==> config.mk <==
export PLATFORM = sky130hd
export DESIGN_NAME = result_sram_reader
export DESIGN_NICKNAME = d
export VERILOG_FILES = /design/src/rtl/result_reader_pkg.sv /design/src/rtl/result_reader_fifo.sv /design/src/rtl/result_sram_reader.sv
export SDC_FILE = /design/constraint.sdc
export NUM_CORES = 1
export LEC_CHECK = 0
export ABC_AREA = 0
export BUFFER_PORTS_ARGS = -buffer_cell sky130_fd_sc_hd__buf_2
export CORE_ASPECT_RATIO = 0.8
export CORE_MARGIN = 3
export CORE_UTILIZATION = 55
export CTS_BUF_LIST = sky130_fd_sc_hd__clkbuf_8 sky130_fd_sc_hd__clkbuf_16
export DETAILED_ROUTE_END_ITERATION = 16
export GPL_TIMING_DRIVEN = 0
export MAX_ROUTING_LAYER = met4
export PLACE_DENSITY = 0.79
export RECOVER_POWER = 25
export SKIP_CTS_REPAIR_TIMING = 1
export SLEW_MARGIN = 10
export SYNTH_ARGS = -nofsm -noshare
export SYNTH_HDL_FRONTEND = slang
export SYNTH_SLANG_ARGS = --single-unit
==> constraint.sdc <==
create_clock -name clk -period 4.3 [get_ports clk]
set_input_delay 0.215 -clock clk [delete_from_list [all_inputs] [get_ports clk]]
set_output_delay 0.215 -clock clk [all_outputs]
set_load 0.02 [all_outputs]
==> src/rtl/result_reader_pkg.sv <==
// rtl/result_reader_pkg.sv - shared types and constants for the result SRAM reader
package result_reader_pkg;

    localparam int DEF_ADDR_W = 12;
    localparam int DEF_DATA_W = 32;
    localparam int DEF_CNT_W  = 13;

    localparam int FIFO_DEPTH = 2;
    localparam int FIFO_CNT_W = $clog2(FIFO_DEPTH + 1);

    typedef enum logic [1:0] {
        IDLE,
        READ,
        DRAIN,
        DONE
    } state_t;

endpackage

==> src/rtl/result_reader_fifo.sv <==
// rtl/result_reader_fifo.sv - small synchronous FIFO holding returned SRAM words
module result_reader_fifo
    import result_reader_pkg::*;
#(
    parameter int DATA_W = DEF_DATA_W
) (
    input  logic                  clk,
    input  logic                  reset,
    input  logic                  push,
    input  logic [DATA_W-1:0]     push_data,
    input  logic                  pop,
    output logic [DATA_W-1:0]     head,
    output logic                  full,
    output logic                  empty,
    output logic [FIFO_CNT_W-1:0] count
);

    localparam int PTR_W = $clog2(FIFO_DEPTH);

    logic [DATA_W-1:0] mem [FIFO_DEPTH];
    logic [PTR_W-1:0]  wr_ptr;
    logic [PTR_W-1:0]  rd_ptr;
    logic              do_push;
    logic              do_pop;

    assign full    = (count == FIFO_CNT_W'(FIFO_DEPTH));
    assign empty   = (count == '0);
    assign do_push = push && !full;
    assign do_pop  = pop && !empty;
    assign head    = mem[rd_ptr];

    // Pointers wrap naturally because the depth is a power of two.
    always_ff @(posedge clk) begin
        if (reset) begin
            wr_ptr <= '0;
            rd_ptr <= '0;
            count  <= '0;
            for (int i = 0; i < FIFO_DEPTH; i++) begin
                mem[i] <= '0;
            end
        end else begin
            if (do_push) begin
                mem[wr_ptr] <= push_data;
                wr_ptr      <= wr_ptr + PTR_W'(1);
            end
            if (do_pop) begin
                rd_ptr <= rd_ptr + PTR_W'(1);
            end
            count <= count + FIFO_CNT_W'(do_push) - FIFO_CNT_W'(do_pop);
        end
    end

endmodule

==> src/rtl/result_sram_reader.sv <==
// rtl/result_sram_reader.sv - streams a block of result-SRAM words out on a valid/ready port
module result_sram_reader
    import result_reader_pkg::*;
#(
    parameter int ADDR_W = DEF_ADDR_W,
    parameter int DATA_W = DEF_DATA_W,
    parameter int CNT_W  = DEF_CNT_W
) (
    input  logic              clk,
    input  logic              reset,
    input  logic              start_valid,
    output logic              start_ready,
    input  logic [ADDR_W-1:0] base_addr,
    input  logic [CNT_W-1:0]  word_count,
    output logic [ADDR_W-1:0] dut__tb__sram_result_read_address,
    input  logic [DATA_W-1:0] tb__dut__sram_result_read_data,
    output logic              out_valid,
    input  logic              out_ready,
    output logic [DATA_W-1:0] out_data,
    output logic              out_last,
    output logic              done
);

    state_t                state_q;
    state_t                state_d;
    logic [ADDR_W-1:0]     next_addr_q;
    logic [ADDR_W-1:0]     addr_q;
    logic [CNT_W-1:0]      issue_rem_q;
    logic [CNT_W-1:0]      deliver_rem_q;
    logic                  inflight_q;

    logic [FIFO_CNT_W-1:0] fifo_count;
    logic                  fifo_full;
    logic                  fifo_empty;
    logic [DATA_W-1:0]     fifo_head;

    logic                  start_fire;
    logic                  pop;
    logic                  issue;
    logic [2:0]            occupancy;

    assign start_fire = start_valid && start_ready;
    assign out_valid  = !fifo_empty;
    assign out_data   = fifo_head;
    assign pop        = out_valid && out_ready;
    assign out_last   = out_valid && (deliver_rem_q == CNT_W'(1));

    // A word leaving this cycle frees its slot, so streaming keeps one word per clock.
    assign occupancy = 3'(fifo_count) + 3'(inflight_q) - 3'(pop);
    assign issue     = (state_q == READ) && (occupancy < 3'd2);

    assign dut__tb__sram_result_read_address = issue ? next_addr_q : addr_q;

    result_reader_fifo #(
        .DATA_W (DATA_W)
    ) u_fifo (
        .clk       (clk),
        .reset     (reset),
        .push      (inflight_q),
        .push_data (tb__dut__sram_result_read_data),
        .pop       (pop),
        .head      (fifo_head),
        .full      (fifo_full),
        .empty     (fifo_empty),
        .count     (fifo_count)
    );

    always_comb begin
        state_d     = state_q;
        start_ready = 1'b0;
        done        = 1'b0;
        case (state_q)
            IDLE: begin
                start_ready = !reset;
                if (start_fire) begin
                    state_d = (word_count == '0) ? DONE : READ;
                end
            end
            READ: begin
                if (issue && (issue_rem_q == CNT_W'(1))) begin
                    state_d = DRAIN;
                end
            end
            DRAIN: begin
                if (deliver_rem_q == '0) begin
                    state_d = DONE;
                end
            end
            DONE: begin
                done    = 1'b1;
                state_d = IDLE;
            end
            default: state_d = IDLE;
        endcase
    end

    always_ff @(posedge clk) begin
        if (reset) begin
            state_q       <= IDLE;
            next_addr_q   <= '0;
            addr_q        <= '0;
            issue_rem_q   <= '0;
            deliver_rem_q <= '0;
            inflight_q    <= 1'b0;
        end else begin
            state_q    <= state_d;
            inflight_q <= issue;
            if (start_fire) begin
                next_addr_q   <= base_addr;
                issue_rem_q   <= word_count;
                deliver_rem_q <= word_count;
            end
            if (issue) begin
                addr_q      <= next_addr_q;
                next_addr_q <= next_addr_q + ADDR_W'(1);
                issue_rem_q <= issue_rem_q - CNT_W'(1);
            end
            if (pop) begin
                deliver_rem_q <= deliver_rem_q - CNT_W'(1);
            end
        end
    end

    // The issue rule leaves room for every returning word.
    assert property (@(posedge clk) disable iff (reset) !(inflight_q && fifo_full));

endmodule

==> impl_metrics.ini <==
[synthesis]
synth_edf_count = 64
syn_avg_cell_area_um2 = 10.23
synthFlopType = edfxtp_1
async_flop_share_pct = 0
yosysUniqueCellTypes = 58
yosys_warnings = 0
syn_inst = 566
synth_seq_cells = 122
ys_seq_area_share_pct = 53.23
syn_area_um2 = 5792
syn_nets = 639

[timing]
clock_skew_ps = 9.855
setup_violations = 0
hold_ws_ps = 57.91
setup_ws_ps = 336.1
rsz0062_at_grt = false
min_period_ps = 3964
worstMarginPinSlew_ps = 1558
hold_viol_final = 0
tns_ps = 0
min_period_over_period_pct = 92.18
relSlewSlack_pct = -4.106
max_freq_mhz = 252.3
slew_violations = 13

[pwr]
p_per_area_nw_per_um2 = 649.3
p_seq_share_pct = 35.3
power_frac_clock_pct = 30.5
share_comb_of_total_power_pct = 34.2
ir_drop_v = 0.0003369
switching_share_pct = 36.47
p_int_mw = 2.922
switchingPower_mw = 1.677
cellLeakagePower_nw = 2.863

[critical_path]
cp_slowest_cell = fa_1
path_common_cell = nand2_1
cp.required_ps = 4090
path_class = flip-flop to output port
critPathMaxStageDelay_ps = 560
cp-end-kind = output port
cp.arrival_ps = 3750
crit_path_start_kind = flip-flop
worstPathMaxFanout = 10
path_cells = o21ai_2 > inv_1 > buf_2 > ha_1 > inv_1 > nand2_1 > fa_1 > nand2_1 > nor2_1 > buf_2 > buf_1 > nand2_1 > nand2_1 > buf_2

[floorplan]
dieWidth_um = 120.7
start_util_pct = 58.33
coreArea_um2 = 9930
die-area_um2 = 11810
dieHeight_um = 97.79
num_rows = 32
num_io_pins = 109

[status]
failed_checks = capacitance limit, slew limit
status = complete, but fails checks

[job]
max-cap-violations = 1

[placement]
gp_congestion = 0.9335
post-place-ws_ps = 832.2
portBuffers = 108
place_hpwl_mm = 10.29

[drt]
avgRoutedWirePerCell_um = 17.56
vias = 4905
ant_nets = 0
drt_first_iter_violations = 451
dr.pass1.iters = 5
drc = 0
wl_mm = 14.81
viasPerCell = 5.819

[global_route]
grt_pass1_wl_mm = 23.92
grt.overflow.total = 0
grt_max_degree = 33
first_global_vias = 4962
grtUsageTotal_pct = 26.32
antenna_found_initial = 0

[final_layout]
syn2layout_area_growth_pct = 22.29
diodes = 0
post-route-util_pct = 71.33
nFillCells = 755
layout-drive-gt1-share_pct = 23.06
final_nets = 767

[clocking]
clk_path_buf_depth = 2
cts_max_level = 4
cts.sinks = 122
cts_tree = yes
worstSkewPairLatency_ps = 410
cts_root_buffer = clkbuf_16
path_clk_slew_ps = 50
cts_buffers = 17

[hold_path]
min_path_type = primary input to flip-flop
-- synth_stat cells (all sizes together), types with 5 or more instances --
cell    instances  area, um^2
clkbuf         18       67.56
dfxtp          58        1161
and3            6       37.54
nand2          61       231.5
nor3           14       75.07
a211oi         10       75.07
nor4            9       71.32
inv            16       60.06
nor2           48       185.2
ha             11       137.6
o21ai          18       93.84
and2           67       419.2
edfxtp         64        1922
a21oi          41       205.2
a22oi           5       37.54
nand3          12       60.06
buf            11       52.55
mux2           33       371.6
a31oi          10       62.56
-- metal layers --
layer,GRT usage [%],part of all wire [%]
met1,33.17,42
met2,41.61,48
met3,5.211,7.4
met4,11.24,2.5
met5,-,0
-- final cells by class --
cell class | instances | area [um^2] | area share (%)
multi-input cells | 399 | 2526 | 35.67
inverters | 16 | 60.06 | 0.8479
flip-flops and latches | 122 | 3083 | 43.53
clock buffers | 17 | 425.4 | 6.006
well taps | 136 | 170.2 | 2.402
repair buffers | 109 | 539.3 | 7.613
clock inverters | 15 | 158.9 | 2.243
plain buffers | 29 | 120.1 | 1.696
-- power groups by stage --
stage | Sequential [mW] | Clock [mW] | Combinational, mW
5_1_grt | 1.65 | 1.46 | 1.73
3_5_place_dp | 1.64 | 0 | 1.56
2_1_floorplan | 1.59 | 0 | 1.14
4_1_cts | 1.62 | 1.41 | 1.58
3_3_place_gp | 1.62 | 0 | 1.49
6_report | 1.62 | 1.40 | 1.57
-- worst paths after layout --
path | depth (start not counted) | endpoint | start | slack (ps)
setup / recovery | 14 | dut__tb__sram_result_read_address[2] | u_fifo.count[1] | 340
hold / removal | 3 | next_addr_q[0] | base_addr[0] | 60
setup reg to reg | 11 | next_addr_q[9] | u_fifo.count[1] | 790
hold reg to reg | 2 | addr_q[4] | addr_q[4] | 470
-- metrics by stage --
stage          power (mW)  cells  instance area [um^2]
6_report            4.599    843                  7083
2_1_floorplan       2.730    566                  5792
3_5_place_dp        3.197    811                  6541
4_1_cts             4.609    843                  7126
5_1_grt             4.845    843                  7083
3_3_place_gp        3.117    810                  6502
-- critical path, delay by kind of cell, from the launching register on --
kind | cells | cell delay (ps)
AOI/OAI and AO/OA | 1 | 150
adders and majority gates | 2 | 830
buffers and inverters | 6 | 1200
DFF | 1 | 540
and+or+nand+nor | 5 | 600
-- layout by cell type, fill, tap and decap left out, drive strengths merged, types with 4 or more instances in the layout --
| cell | n |
|---|---|
| mux2 | 33 |
| a22oi | 5 |
| a211oi | 10 |
| buf | 94 |
| o311ai | 4 |
| nor3 | 14 |
| edfxtp | 64 |
| clkbuf | 61 |
| nand3 | 12 |
| inv | 17 |
| a2111oi | 4 |
| a21oi | 41 |
| xnor2 | 4 |
| nor2 | 48 |
| and3 | 6 |
| a31oi | 10 |
| nand2 | 61 |
| clkinv | 8 |
| and2 | 67 |
| nor4 | 9 |
| ha | 11 |
| dfxtp | 58 |
| o21ai | 18 |
-- state kept, by name, indices dropped and copies added (netlist names), named ones only --
register,flops
addr_q,12
deliver_rem_q,13
inflight_q,1
issue_rem_q,13
next_addr_q,12
state_q,2
u_fifo.count,2
u_fifo.mem,64
u_fifo.rd_ptr,1
u_fifo.wr_ptr,1
-- kinds of logic (layout without fill, tap and decap cells) --
kind of cell | count (synthesis) | after routing | share of synthesized area (%)
adders and majority gates | 12 | 12 | 2.722
buffers and inverters | 45 | 186 | 3.111
DFF | 122 | 122 | 53.23
muxes | 33 | 33 | 6.416
AOI/OAI and AO/OA | 113 | 113 | 12.55
and+or+nand+nor | 235 | 235 | 20.93
xor gates and xnor gates | 6 | 6 | 1.037
Note: power is estimated with default switching activity, not from simulation.
